**config.mk**
```make
export PLATFORM = sky130hd
export DESIGN_NAME = display_share_arbiter
export DESIGN_NICKNAME = d
export VERILOG_FILES = /design/src/rtl/display_share_arbiter.sv
export SDC_FILE = /design/constraint.sdc
export NUM_CORES = 1
export LEC_CHECK = 0
export CAP_MARGIN = 10
export CORE_ASPECT_RATIO = 0.9
export CORE_UTILIZATION = 30
export CTS_BUF_LIST = sky130_fd_sc_hd__clkbuf_16
export DETAILED_ROUTE_END_ITERATION = 8
export PLACE_DENSITY = 0.62
export SLEW_MARGIN = 20
export SYNTH_ARGS = -nofsm -noshare
export SYNTH_HDL_FRONTEND = slang
export SYNTH_SLANG_ARGS = --single-unit
```
**constraint.sdc**
```tcl
create_clock -name clk -period 2.9 [get_ports clk]
set_input_delay 0.58 -clock clk [delete_from_list [all_inputs] [get_ports clk]]
set_output_delay 0.58 -clock clk [all_outputs]
set_load 0.02 [all_outputs]
```
**src/rtl/display_share_arbiter.sv**
```systemverilog
// Round-robin owner of the shared 8-digit 7-segment display, with a minimum hold time per owner
// and a one-cycle blanking gap on every handover. Also generates the digit-refresh clock.
module display_share_arbiter #(
  parameter int unsigned N_REQ       = 4,
  parameter int unsigned REFRESH_DIV = 50000,
  parameter int unsigned HOLD_CYCLES = 25000000
) (
  input  logic                                        clk,
  input  logic                                        reset_n,
  input  logic [N_REQ-1:0]                            req,
  input  logic [32*N_REQ-1:0]                         data_in,
  output logic [N_REQ-1:0]                            grant,
  output logic [(N_REQ > 1 ? $clog2(N_REQ) : 1)-1:0]  owner_id,
  output logic                                        busy,
  output logic [31:0]                                 numero_entrada,
  output logic                                        power_on,
  output logic                                        clk_display
);

  localparam int unsigned IdW   = (N_REQ > 1) ? $clog2(N_REQ) : 1;
  localparam int unsigned RefW  = (REFRESH_DIV > 1) ? $clog2(REFRESH_DIV) : 1;
  localparam int unsigned HoldW = $clog2(HOLD_CYCLES + 1);

  typedef enum logic [1:0] {StIdle, StOwn, StGap} state_e;

  state_e           state_q, state_d;
  logic [IdW-1:0]   owner_q, owner_d;
  logic [IdW-1:0]   ptr_q, ptr_d;
  logic [HoldW-1:0] hold_q, hold_d, hold_inc;
  logic [31:0]      num_q, num_d;
  logic [RefW-1:0]  refresh_q;
  logic             clk_disp_q;

  logic [IdW-1:0]   win;
  logic             win_valid;
  logic [IdW:0]     cand;
  logic [N_REQ-1:0] owner_oh;
  logic [N_REQ-1:0] others;
  logic             owner_req;
  logic [31:0]      owner_data;

  // Refresh divider runs regardless of arbitration.
  always_ff @(posedge clk or negedge reset_n) begin
    if (!reset_n) begin
      refresh_q  <= '0;
      clk_disp_q <= 1'b0;
    end else if (refresh_q == RefW'(REFRESH_DIV - 1)) begin
      refresh_q  <= '0;
      clk_disp_q <= ~clk_disp_q;
    end else begin
      refresh_q  <= refresh_q + 1'b1;
    end
  end

  // Walk offsets from high to low so the smallest offset from the pointer wins.
  always_comb begin
    win       = '0;
    win_valid = 1'b0;
    cand      = '0;
    for (int k = N_REQ - 1; k >= 0; k--) begin
      cand = {1'b0, ptr_q} + (IdW + 1)'(k);
      if (cand >= (IdW + 1)'(N_REQ)) begin
        cand = cand - (IdW + 1)'(N_REQ);
      end
      if (req[cand[IdW-1:0]]) begin
        win       = cand[IdW-1:0];
        win_valid = 1'b1;
      end
    end
  end

  always_comb begin
    owner_data = '0;
    for (int i = 0; i < N_REQ; i++) begin
      if (owner_q == IdW'(i)) begin
        owner_data = data_in[32*i +: 32];
      end
    end
  end

  assign owner_oh  = {{(N_REQ-1){1'b0}}, 1'b1} << owner_q;
  assign owner_req = |(req & owner_oh);
  assign others    = req & ~owner_oh;
  assign hold_inc  = (hold_q == HoldW'(HOLD_CYCLES)) ? hold_q : hold_q + 1'b1;

  always_comb begin
    state_d = state_q;
    owner_d = owner_q;
    ptr_d   = ptr_q;
    hold_d  = hold_q;
    num_d   = num_q;
    unique case (state_q)
      StIdle, StGap: begin
        if (win_valid) begin
          state_d = StOwn;
          owner_d = win;
          hold_d  = '0;
        end else begin
          state_d = StIdle;
        end
      end
      StOwn: begin
        num_d  = owner_data;
        hold_d = hold_inc;
        // hold_inc counts this cycle, so an owner keeps the display exactly HOLD_CYCLES cycles.
        if (!owner_req || ((hold_inc == HoldW'(HOLD_CYCLES)) && (|others))) begin
          state_d = StGap;
          ptr_d   = (owner_q == IdW'(N_REQ - 1)) ? '0 : owner_q + 1'b1;
        end
      end
      default: state_d = StIdle;
    endcase
  end

  always_ff @(posedge clk or negedge reset_n) begin
    if (!reset_n) begin
      state_q <= StIdle;
      owner_q <= '0;
      ptr_q   <= '0;
      hold_q  <= '0;
      num_q   <= '0;
    end else begin
      state_q <= state_d;
      owner_q <= owner_d;
      ptr_q   <= ptr_d;
      hold_q  <= hold_d;
      num_q   <= num_d;
    end
  end

  assign busy           = (state_q == StOwn);
  assign power_on       = busy;
  assign grant          = busy ? owner_oh : '0;
  assign owner_id       = owner_q;
  assign numero_entrada = num_q;
  assign clk_display    = clk_disp_q;

endmodule
```
# After elaboration in Yosys (flattened, before gate mapping)
# Index checks and enable logic that the tools add are counted.
[word_totals]
elab_cells = 85
regBits = 80
input_bits = 134
[classes]
n_eq_ne = 10
n_shift = 1
muxes = 33
n_bitwise = 4
addsub = 10
order_cmp = 8
reduce_logical = 12
[op_table]
columns = ["operator", "count"]
rows = [
  ["$mux W32", 4],
  ["$eq A25 B25 Y1 const B", 2],
  ["$mux W25", 2],
  ["$pmux W25 S2", 1],
  ["$add A25 B1 Y25 const B", 1],
  ["$mux W2", 10],
  ["$add A16 B1 Y16 const B", 1],
  ["$eq A16 B16 Y1 const B", 1],
  ["$mux W16", 1],
  ["$lt A2 B3 Y1 const B", 4],
  ["$ge A3 B3 Y1 const B", 3],
  ["$mux W1", 9],
  ["$and A4 B4 Y4", 2],
  ["$bmux W1 S2", 4],
  ["$reduce_or A4 Y1", 2],
  ["$sub A2 B1 Y2 const B", 4],
  ["$add A2 B2 Y3 const B", 2],
  ["$eq A2 B2 Y1 const B", 3],
  ["$reduce_and A2 Y1", 3],
  ["$eq A2 B1 Y1 const B", 2],
  ["$logic_not A2 Y1", 2],
  ["$mux W4", 1],
  ["$not A4 Y4", 1],
  ["$pmux W2 S2", 1],
  ["12 further kinds", 12],
]

# Longest topological paths before layout
# Gate-level depths: netlist of run 1.
[logic_depth]
depth_word = 11
ltp_mapped = 11
depth_no_buf = 9

# Least setup slack after synthesis of run 1
# No wires, ideal clock.
[synth_path]
kind = "register to register"
start = "register hold_q[0]"
end = "register ptr_q[1]"
arrival_time_ns = 2.390
n_path_buf = 0
stages_incl_launch_ff = 9
setup_time_ns = 0.131
setup_slack_ns = 0.379
cell_sequence = "dfrtp_1 ha_1 nand3_2 nor4_2 nor4b_1 o22ai_1 nor4_4 nor2_1 or3_1"
[synth_via]
elab_chain_cells = 6
[synth_rtl]
columns = ["item", "line", "text"]
rows = [
  ["start: declaration", "29", "logic [HoldW-1:0] hold_q, hold_d, hold_inc;"],
  ["start signal: assignment", "126", "hold_q <= hold_d;"],
  ["$add A25 B1 Y25 or $eq A25 B25 Y1 (tied branches)", "84", "assign hold_inc = (hold_q == HoldW'(HOLD_CYCLES)) ? hold_q : hold_q + 1'b1;"],
  ["$mux W25 *", "84", ""],
  ["$eq A25 B25 Y1 *", "106", "if (!owner_req || ((hold_inc == HoldW'(HOLD_CYCLES)) && (|others))) begin"],
  ["$logic_and A1 B1 Y1 *", "106", ""],
  ["$logic_or A1 B1 Y1 *", "106", ""],
  ["$reduce_and A2 Y1 (no line) *", "n/a", ""],
  ["end signal: assignment", "125", "ptr_q <= ptr_d;"],
  ["end: declaration", "28", "logic [IdW-1:0] ptr_q, ptr_d;"],
]
# Mark *: on every way between the ends. The rest lies on a longest branch, timed or not.
# A chain may end at the register's enable or synchronous reset.

# Worst setup path in the final report of run 1
[layout_path]
start = "register hold_q[1]"
end = "register ptr_q[1]"
# Same word-level chain as after synthesis.

==> metrics.txt, run 1 <==
# TYPE chip_impl_metric gauge
chip_impl_metric{name="drtAntennaViolNets",unit=""} 0
chip_impl_metric{name="rr_worst_depth",unit=""} 9
chip_impl_info{name="cp-end-kind",value="flop"} 1
chip_impl_metric{name="firstDrtPassIters",unit=""} 6
chip_impl_metric{name="area_growth_syn_to_layout",unit="%"} 45.7
chip_impl_metric{name="remaining_global_route_overflow",unit=""} 0
chip_impl_metric{name="worst_path_fanout_max",unit=""} 7
chip_impl_info{name="cts_tree",value="yes"} 1
chip_impl_metric{name="relative_slew_margins",unit="%"} 43.8
chip_impl_metric{name="wl_per_cell",unit="µm"} 15.6
chip_impl_metric{name="ys_ff_latch",unit=""} 80
chip_impl_metric{name="syn-num-nets",unit=""} 783
chip_impl_metric{name="rows",unit=""} 44
chip_impl_metric{name="die_width",unit="µm"} 138
chip_impl_metric{name="synth_enable_flop_cells",unit=""} 0
chip_impl_info{name="min-delay-path-class",value="input pin to async pin"} 1
chip_impl_metric{name="worstSkewPairLatency",unit="ns"} 0.35
chip_impl_info{name="crit-reg2reg-launch",value="hold_q[1]$_DFFE_PN0P_"} 1
chip_impl_metric{name="grt_usage",unit="%"} 18.9
chip_impl_metric{name="antenna_found_initial",unit=""} 0
chip_impl_metric{name="power_leakage",unit="nW"} 3.00
chip_impl_metric{name="setup_viol_count_final",unit=""} 0
chip_impl_info{name="mostFrequentLayoutCells",value="sky130_fd_sc_hd__clkdlybuf4s50_1, sky130_fd_sc_hd__nor2_1, sky130_fd_sc_hd__dfrtp_1"} 1
chip_impl_metric{name="floorplan.die_area",unit="µm²"} 17200
chip_impl_metric{name="maximum_number_of_pins_on_one_net_before_global_route_repair",unit=""} 95
chip_impl_metric{name="worst_ir_drop_vdd",unit="V"} 0.000508
chip_impl_metric{name="grt_pass1_wl",unit="mm"} 26.0
chip_impl_metric{name="synth_async_sr_flop_share",unit="%"} 100
chip_impl_metric{name="hold_viol_final",unit=""} 0
chip_impl_metric{name="cts-htree-levels",unit=""} 3
chip_impl_metric{name="pin_count",unit=""} 175
chip_impl_metric{name="placed_cells",unit=""} 996
chip_impl_metric{name="finalWirelength",unit="mm"} 15.8
chip_impl_metric{name="finalSetupTns",unit="ns"} 0
chip_impl_metric{name="post_synth_instance_area",unit="µm²"} 5010
chip_impl_metric{name="dieHeight",unit="µm"} 125
chip_impl_metric{name="yosys.cell_types.count",unit=""} 50
chip_impl_info{name="grt_setup_unrepaired",value="false"} 1
chip_impl_info{name="startpoint_type_of_the_worst_setup_path",value="flop"} 1
chip_impl_metric{name="layout-drive-gt1-share",unit="%"} 6.58
chip_impl_metric{name="post_synthesis_instance_total",unit=""} 642
chip_impl_metric{name="post-route-min-period",unit="ns"} 2.71
chip_impl_metric{name="number_of_buffers_on_the_longest_clock_path",unit=""} 2
chip_impl_metric{name="finish.cell_count_without_fillers",unit=""} 1012
chip_impl_info{name="outcome",value="complete, but fails checks"} 1
chip_impl_metric{name="timing_worst_slew_pin_value",unit="ns"} 0.843
chip_impl_info{name="ys_dominant_reg_cell",value="sky130_fd_sc_hd__dfrtp_1"} 1
chip_impl_metric{name="portBuffers",unit=""} 174
chip_impl_metric{name="hpwl",unit="mm"} 11.5
chip_impl_metric{name="layout.nets",unit=""} 941
chip_impl_metric{name="drv.max_cap_violation_count",unit=""} 0
chip_impl_metric{name="reg2reg_setup_slack",unit="ns"} 0.19
chip_impl_info{name="rr_endpoint",value="ptr_q[1]$_DFFE_PN0P_"} 1
chip_impl_metric{name="place.gp.congestion",unit=""} 0.884
chip_impl_metric{name="syn-mean-instance-area",unit="µm²"} 7.80
chip_impl_metric{name="floorplan.initialDensity",unit="%"} 30.8
chip_impl_metric{name="drv_slew",unit=""} 0
chip_impl_info{name="cp-startpoint",value="hold_q[1]$_DFFE_PN0P_"} 1
chip_impl_metric{name="grt_pass1_vias",unit=""} 4904
chip_impl_metric{name="drcViolationCount",unit=""} 34
chip_impl_info{name="layout.cells.most_common",value="sky130_fd_sc_hd__clkdlybuf4s50_1"} 1
chip_impl_metric{name="clock_buffers_created_by_tritoncts",unit=""} 9
chip_impl_metric{name="clock-sinks",unit=""} 80
chip_impl_metric{name="fmax",unit="MHz"} 368
chip_impl_metric{name="yosysSeqAreaShare",unit="%"} 40.0
chip_impl_metric{name="critical_path_arrival",unit="ns"} 2.94
chip_impl_metric{name="route.detailed.vias_per_inst",unit=""} 5.08
chip_impl_metric{name="clk_pin_slew",unit="ns"} 0.06
chip_impl_metric{name="core-area",unit="µm²"} 16200
chip_impl_metric{name="n_antenna_cell",unit=""} 0
chip_impl_info{name="failing_checks",value="design-rule violations"} 1
chip_impl_metric{name="power_density",unit="nW/µm²"} 814
chip_impl_info{name="clock_tree.root_cell",value="sky130_fd_sc_hd__clkbuf_16"} 1
chip_impl_metric{name="required",unit="ns"} 3.12
chip_impl_metric{name="final_min_period_over_clock_period",unit="%"} 93.6
chip_impl_metric{name="num_vias",unit=""} 5143
chip_impl_metric{name="synth_warn",unit=""} 0
chip_impl_metric{name="finClkSkew",unit="ns"} 0.00547
chip_impl_info{name="path_class",value="flop to flop"} 1
chip_impl_metric{name="drt_iter0_drc",unit=""} 313
## layer usage
metal / share of wire [%] / vias to the layer above / wire length [µm] / global-route usage [%]
li1: - / 2604 / - / -
met1: 48 / 2375 / 7500 / 26.3
met2: 45 / 150 / 7070 / 29.7
met3: 6.5 / 14 / 1030 / 4.54
met4: 1.1 / 0 / 177 / 4.10
met5: 0 / - / 0 / 0
## worst max path at each step
stage,end,cells past startpoint
floorplan,ptr_q[1]$_DFFE_PN0P_,8
global placement,ptr_q[1]$_DFFE_PN0P_,10
detailed placement,ptr_q[1]$_DFFE_PN0P_,10
CTS,ptr_q[1]$_DFFE_PN0P_,9
global route,ptr_q[1]$_DFFE_PN0P_,9
finish,ptr_q[1]$_DFFE_PN0P_,9
## worst max-delay path: stages (launching register included)
cell and delay, ns:
sky130_fd_sc_hd__dfrtp_1 0.47, sky130_fd_sc_hd__ha_2 0.30, sky130_fd_sc_hd__nand3_2 0.17, sky130_fd_sc_hd__nor3b_1 0.47, sky130_fd_sc_hd__xnor2_1 0.17, sky130_fd_sc_hd__nand3_1 0.13
sky130_fd_sc_hd__nor4_4 0.32, sky130_fd_sc_hd__buf_4 0.17, sky130_fd_sc_hd__nor2_1 0.04, sky130_fd_sc_hd__or3_1 0.35
## report_power, final
group / leakage [nW] / internal [mW] / total, mW / switching [mW]
Clock: 0.142 / 0.659 / 1.12 / 0.465
Sequential: 1.05 / 1.38 / 1.56 / 0.181
Combinational: 1.81 / 1.30 / 3.26 / 1.96
## sequential cells by signal (all words and copies together), names as in the netlist
name,cells
clk_display,1
hold_q,25
numero_entrada,32
owner_id,2
ptr_q,2
refresh_q,16
state_q,2
## final cells by class
cell class	instances	area (µm²)
Sequential cell	80	2000
Tap cell	207	259
Clock inverter	7	63.8
Inverter	10	37.5
Clock buffer	9	225
Multi-Input combinational cell	503	2790
Timing Repair Buffer	196	1920
Fill cell	1657	8940
## cells by family (layout without fill, tap and decap cells)
group | after synthesis | after routing | synth area share, %
compound gates | 208 | 208 | 24.1
simple gates | 262 | 262 | 24.9
xor+xnor | 23 | 23 | 4.02
mux | 3 | 3 | 0.599
fa+ha+maj | 7 | 7 | 1.75
flops | 80 | 80 | 40.0
buf+inv | 59 | 222 | 4.72
## Yosys cell counts (all sizes together) (3+ instances only)
library cell / instances / area, µm²
inv: 9 / 33.8
a21oi: 71 / 355
nor4b: 3 / 26.3
clkbuf: 33 / 124
ha: 7 / 87.6
and3: 11 / 68.8
nor2b: 6 / 37.5
a211oi: 3 / 22.5
nand3: 24 / 130
or3: 3 / 18.8
o31ai: 6 / 45.0
xor2: 14 / 123
a22oi: 33 / 248
nor2: 103 / 387
dfrtp: 80 / 2000
nor4: 8 / 71.3
nand2: 68 / 255
a31oi: 4 / 25.0
o21ai: 73 / 365
and2: 5 / 31.3
nor3: 6 / 30.0
buf: 16 / 75.1
xnor2: 9 / 78.8
nand2b: 3 / 18.8
a311oi: 3 / 26.3
nand4: 12 / 81.3
and4: 3 / 26.3
mux2i: 3 / 30.0
## timing repair
item,CTS,global route
setup buffers,0,0
hold buffers,0,0
resized for setup,0,2
setup endpoints to repair,0,1
## through the flow
stage / total power [mW] / hold slack, ns / setup slack (ns) / area [µm²] / util, %
6_report: 5.94 / 0.271 / 0.185 / 7300 / 44.9
2_1_floorplan: 3.60 / 0.284 / 0.379 / 5010 / -
3_3_place_gp: 4.85 / 0.462 / 0.124 / 7000 / 43.1
3_5_place_dp: 4.87 / 0.467 / 0.0438 / 7000 / 43.1
4_1_cts: 6.01 / 0.303 / 0.129 / 7290 / 44.9
5_1_grt: 6.47 / 0.346 / 0.0205 / 7300 / 44.9
No activity file was read; power rests on OpenSTA's default activity.
==> run 2: changes to the inputs <==
Settings changed: CORE_UTILIZATION 30 to 35, PLACE_DENSITY 0.62 to 0.65.
==> run 2 against run 1 <==
Effect of this change:
- sequential power barely moved
- total power fell by 0.88%
- critical endpoint unchanged
- clock skew increased by 0.0020 ns
- wire length is 3.3% higher
- the run now ends clean
- final area shrank 0.63%
- first-iteration DRC count grew 22%
- clock power is 7% lower
- via count increased by 2.3%
- utilization up 6.8 points
- count of clock-buffer cells in the layout did not move
- sequential cell count did not move
- global-route usage is 3.1 points higher
- largest cell class unchanged
==> metrics.txt, run 2 (synthesis gave the netlist of run 1 again) <==
# TYPE chip_impl_metric gauge
chip_impl_info{name="outcome",value="complete, no violations"} 1
chip_impl_metric{name="place.gp.congestion",unit=""} 0.989
chip_impl_metric{name="total_cell_area_at_the_placement_stage",unit="µm²"} 6960
chip_impl_metric{name="n_antenna_cell",unit=""} 0
chip_impl_metric{name="wl_per_cell",unit="µm"} 16.3
chip_impl_info{name="startpoint_type_of_the_worst_setup_path",value="flop"} 1
chip_impl_metric{name="finalWirelength",unit="mm"} 16.3
chip_impl_metric{name="firstDrtPassIters",unit=""} 6
chip_impl_metric{name="clockPowerShare",unit="%"} 17.7
chip_impl_info{name="rr_endpoint",value="ptr_q[1]$_DFFE_PN0P_"} 1
chip_impl_metric{name="post_cts_hold_buffer_count",unit=""} 0
chip_impl_metric{name="drv_slew",unit=""} 0
chip_impl_metric{name="finClkSkew",unit="ns"} 0.00751
chip_impl_metric{name="cts-htree-levels",unit=""} 3
chip_impl_info{name="path_class",value="flop to flop"} 1
chip_impl_metric{name="worst_path_fanout_max",unit=""} 10
chip_impl_metric{name="grt_pass1_vias",unit=""} 4887
chip_impl_metric{name="relative_slew_margins",unit="%"} 43.3
chip_impl_info{name="min-delay-path-class",value="input pin to async pin"} 1
chip_impl_metric{name="pin_count",unit=""} 175
chip_impl_info{name="mostFrequentLayoutCells",value="sky130_fd_sc_hd__clkdlybuf4s50_1, sky130_fd_sc_hd__nor2_1, sky130_fd_sc_hd__dfrtp_1"} 1
chip_impl_metric{name="layout-drive-gt1-share",unit="%"} 6.47
chip_impl_metric{name="floorplan.die_area",unit="µm²"} 14800
chip_impl_metric{name="worst_ir_drop_vdd",unit="V"} 0.000499
chip_impl_metric{name="post_cts_resize_count",unit=""} 0
chip_impl_info{name="cts_tree",value="yes"} 1
chip_impl_metric{name="finalSetupTns",unit="ns"} 0
chip_impl_metric{name="portBuffers",unit=""} 174
chip_impl_metric{name="switching_share",unit="%"} 44.9
chip_impl_metric{name="grt_usage",unit="%"} 22.0
chip_impl_metric{name="design_area",unit="µm²"} 7250
chip_impl_metric{name="power.combinational.fraction",unit="%"} 55.5
chip_impl_metric{name="hold_viol_final",unit=""} 0
chip_impl_metric{name="route.detailed.vias_per_inst",unit=""} 5.28
chip_impl_metric{name="rows",unit=""} 41
chip_impl_metric{name="setup_viol_count_final",unit=""} 0
chip_impl_metric{name="number_of_buffers_on_the_longest_clock_path",unit=""} 2
chip_impl_metric{name="power_density",unit="nW/µm²"} 812
chip_impl_metric{name="hpwl",unit="mm"} 11.8
chip_impl_metric{name="maximum_number_of_pins_on_one_net_before_global_route_repair",unit=""} 95
chip_impl_metric{name="power_frac_seq",unit="%"} 26.9
chip_impl_metric{name="clock-sinks",unit=""} 80
chip_impl_metric{name="final_min_period_over_clock_period",unit="%"} 92.9
chip_impl_metric{name="worstSkewPairLatency",unit="ns"} 0.35
chip_impl_info{name="clock_tree.root_cell",value="sky130_fd_sc_hd__clkbuf_16"} 1
chip_impl_metric{name="drv.max_cap_violation_count",unit=""} 0
chip_impl_metric{name="remaining_global_route_overflow",unit=""} 0
chip_impl_metric{name="dieHeight",unit="µm"} 116
chip_impl_info{name="crit-reg2reg-launch",value="hold_q[5]$_DFFE_PN0P_"} 1
chip_impl_metric{name="required",unit="ns"} 3.12
chip_impl_metric{name="largest_reg_flops",unit=""} 32
chip_impl_metric{name="die_width",unit="µm"} 128
chip_impl_info{name="cp-end-kind",value="flop"} 1
chip_impl_metric{name="floorplan.initialDensity",unit="%"} 35.8
chip_impl_metric{name="power_leakage",unit="nW"} 2.98
chip_impl_metric{name="drtAntennaViolNets",unit=""} 0
chip_impl_metric{name="reg2reg_setup_slack",unit="ns"} 0.21
chip_impl_metric{name="internal-power",unit="mW"} 3.24
chip_impl_metric{name="timing_worst_slew_pin_value",unit="ns"} 0.851
chip_impl_metric{name="critical_path_arrival",unit="ns"} 2.91
chip_impl_metric{name="drcViolationCount",unit=""} 0
chip_impl_info{name="layout.cells.most_common",value="sky130_fd_sc_hd__clkdlybuf4s50_1"} 1
chip_impl_info{name="cp-startpoint",value="hold_q[5]$_DFFE_PN0P_"} 1
chip_impl_metric{name="rr_worst_depth",unit=""} 8
chip_impl_metric{name="clk_pin_slew",unit="ns"} 0.06
chip_impl_metric{name="antenna_found_initial",unit=""} 0
chip_impl_metric{name="num_vias",unit=""} 5260
chip_impl_metric{name="fmax",unit="MHz"} 371
chip_impl_metric{name="grt_pass1_wl",unit="mm"} 25.3
chip_impl_metric{name="p_switching",unit="mW"} 2.64
chip_impl_metric{name="layout.nets",unit=""} 940
chip_impl_metric{name="post_cts.repair.setup_buffers",unit=""} 0
chip_impl_metric{name="area_growth_syn_to_layout",unit="%"} 44.7
chip_impl_metric{name="drt_iter0_drc",unit=""} 382
chip_impl_metric{name="post-route-min-period",unit="ns"} 2.69
chip_impl_info{name="grt_setup_unrepaired",value="false"} 1
chip_impl_metric{name="clock_buffers_created_by_tritoncts",unit=""} 9
chip_impl_metric{name="core-area",unit="µm²"} 14000
## run 2: cell types whose count changed in the layout (fill, tap and decap cells not counted), sizes merged
| cell | before | now |
|---|---|---|
| buf | 23 | 22 |
| bufinv | 1 | 0 |
| clkinv | 4 | 3 |
| inv | 10 | 12 |
## run 2: through the flow
stage	hold slack [ns]	setup WS (ns)	utilization (%)	cells	total power [mW]
after floorplan	0.284	0.379	-	642	3.60
after global placement	0.462	0.121	49.7	981	4.79
after detailed placement	0.464	0.0700	49.7	981	4.86
after CTS	0.456	0.146	51.6	997	5.93
after global routing	0.346	0.0268	51.8	997	6.38
final	0.249	0.205	51.8	997	5.89
## run 2: metal layers
metal / track usage (%) / wire length, µm / up-vias
li1: - / - / 2595
met1: 30.1 / 7540 / 2493
met2: 34.7 / 7650 / 154
met3: 5.12 / 909 / 18
met4: 6.35 / 200 / 0
met5: 0 / 0 / -
## run 2: power by group through the flow
stage	Clock [mW]	Sequential [mW]	Combinational [mW]
floorplan	0	1.78	1.82
global placement	0	1.58	3.20
detailed placement	0	1.60	3.26
CTS	1.08	1.58	3.27
global route	1.11	1.62	3.64
finish	1.04	1.58	3.27
## run 2: cell type report
type / instances / area, µm²
clock buffer: 9 / 225
clock inverter: 7 / 40.0
fill: 1340 / 6750
inverter: 10 / 37.5
multi-input combinational: 503 / 2800
sequential: 80 / 2000
tap: 193 / 241
timing repair buffer: 195 / 1900
## run 2: worst max-delay path by stage
stage	slack, ns	depth (start not counted)	endpoint
2_1_floorplan	0.38	8	ptr_q[1]$_DFFE_PN0P_
3_3_place_gp	0.12	10	ptr_q[1]$_DFFE_PN0P_
3_5_place_dp	0.07	10	ptr_q[1]$_DFFE_PN0P_
4_1_cts	0.15	9	ptr_q[1]$_DFFE_PN0P_
5_1_grt	0.03	9	ptr_q[1]$_DFFE_PN0P_
6_report	0.21	8	ptr_q[1]$_DFFE_PN0P_
## run 2: critical path: stages, from the launching register on
cell                      delay [ns]
sky130_fd_sc_hd__dfrtp_1        0.50
sky130_fd_sc_hd__nand4_2        0.17
sky130_fd_sc_hd__or4_1          0.68
sky130_fd_sc_hd__nor3_1         0.22
sky130_fd_sc_hd__o22ai_1        0.15
sky130_fd_sc_hd__nor4_4         0.28
sky130_fd_sc_hd__buf_4          0.16
sky130_fd_sc_hd__nor2_1         0.04
sky130_fd_sc_hd__or3_1          0.38
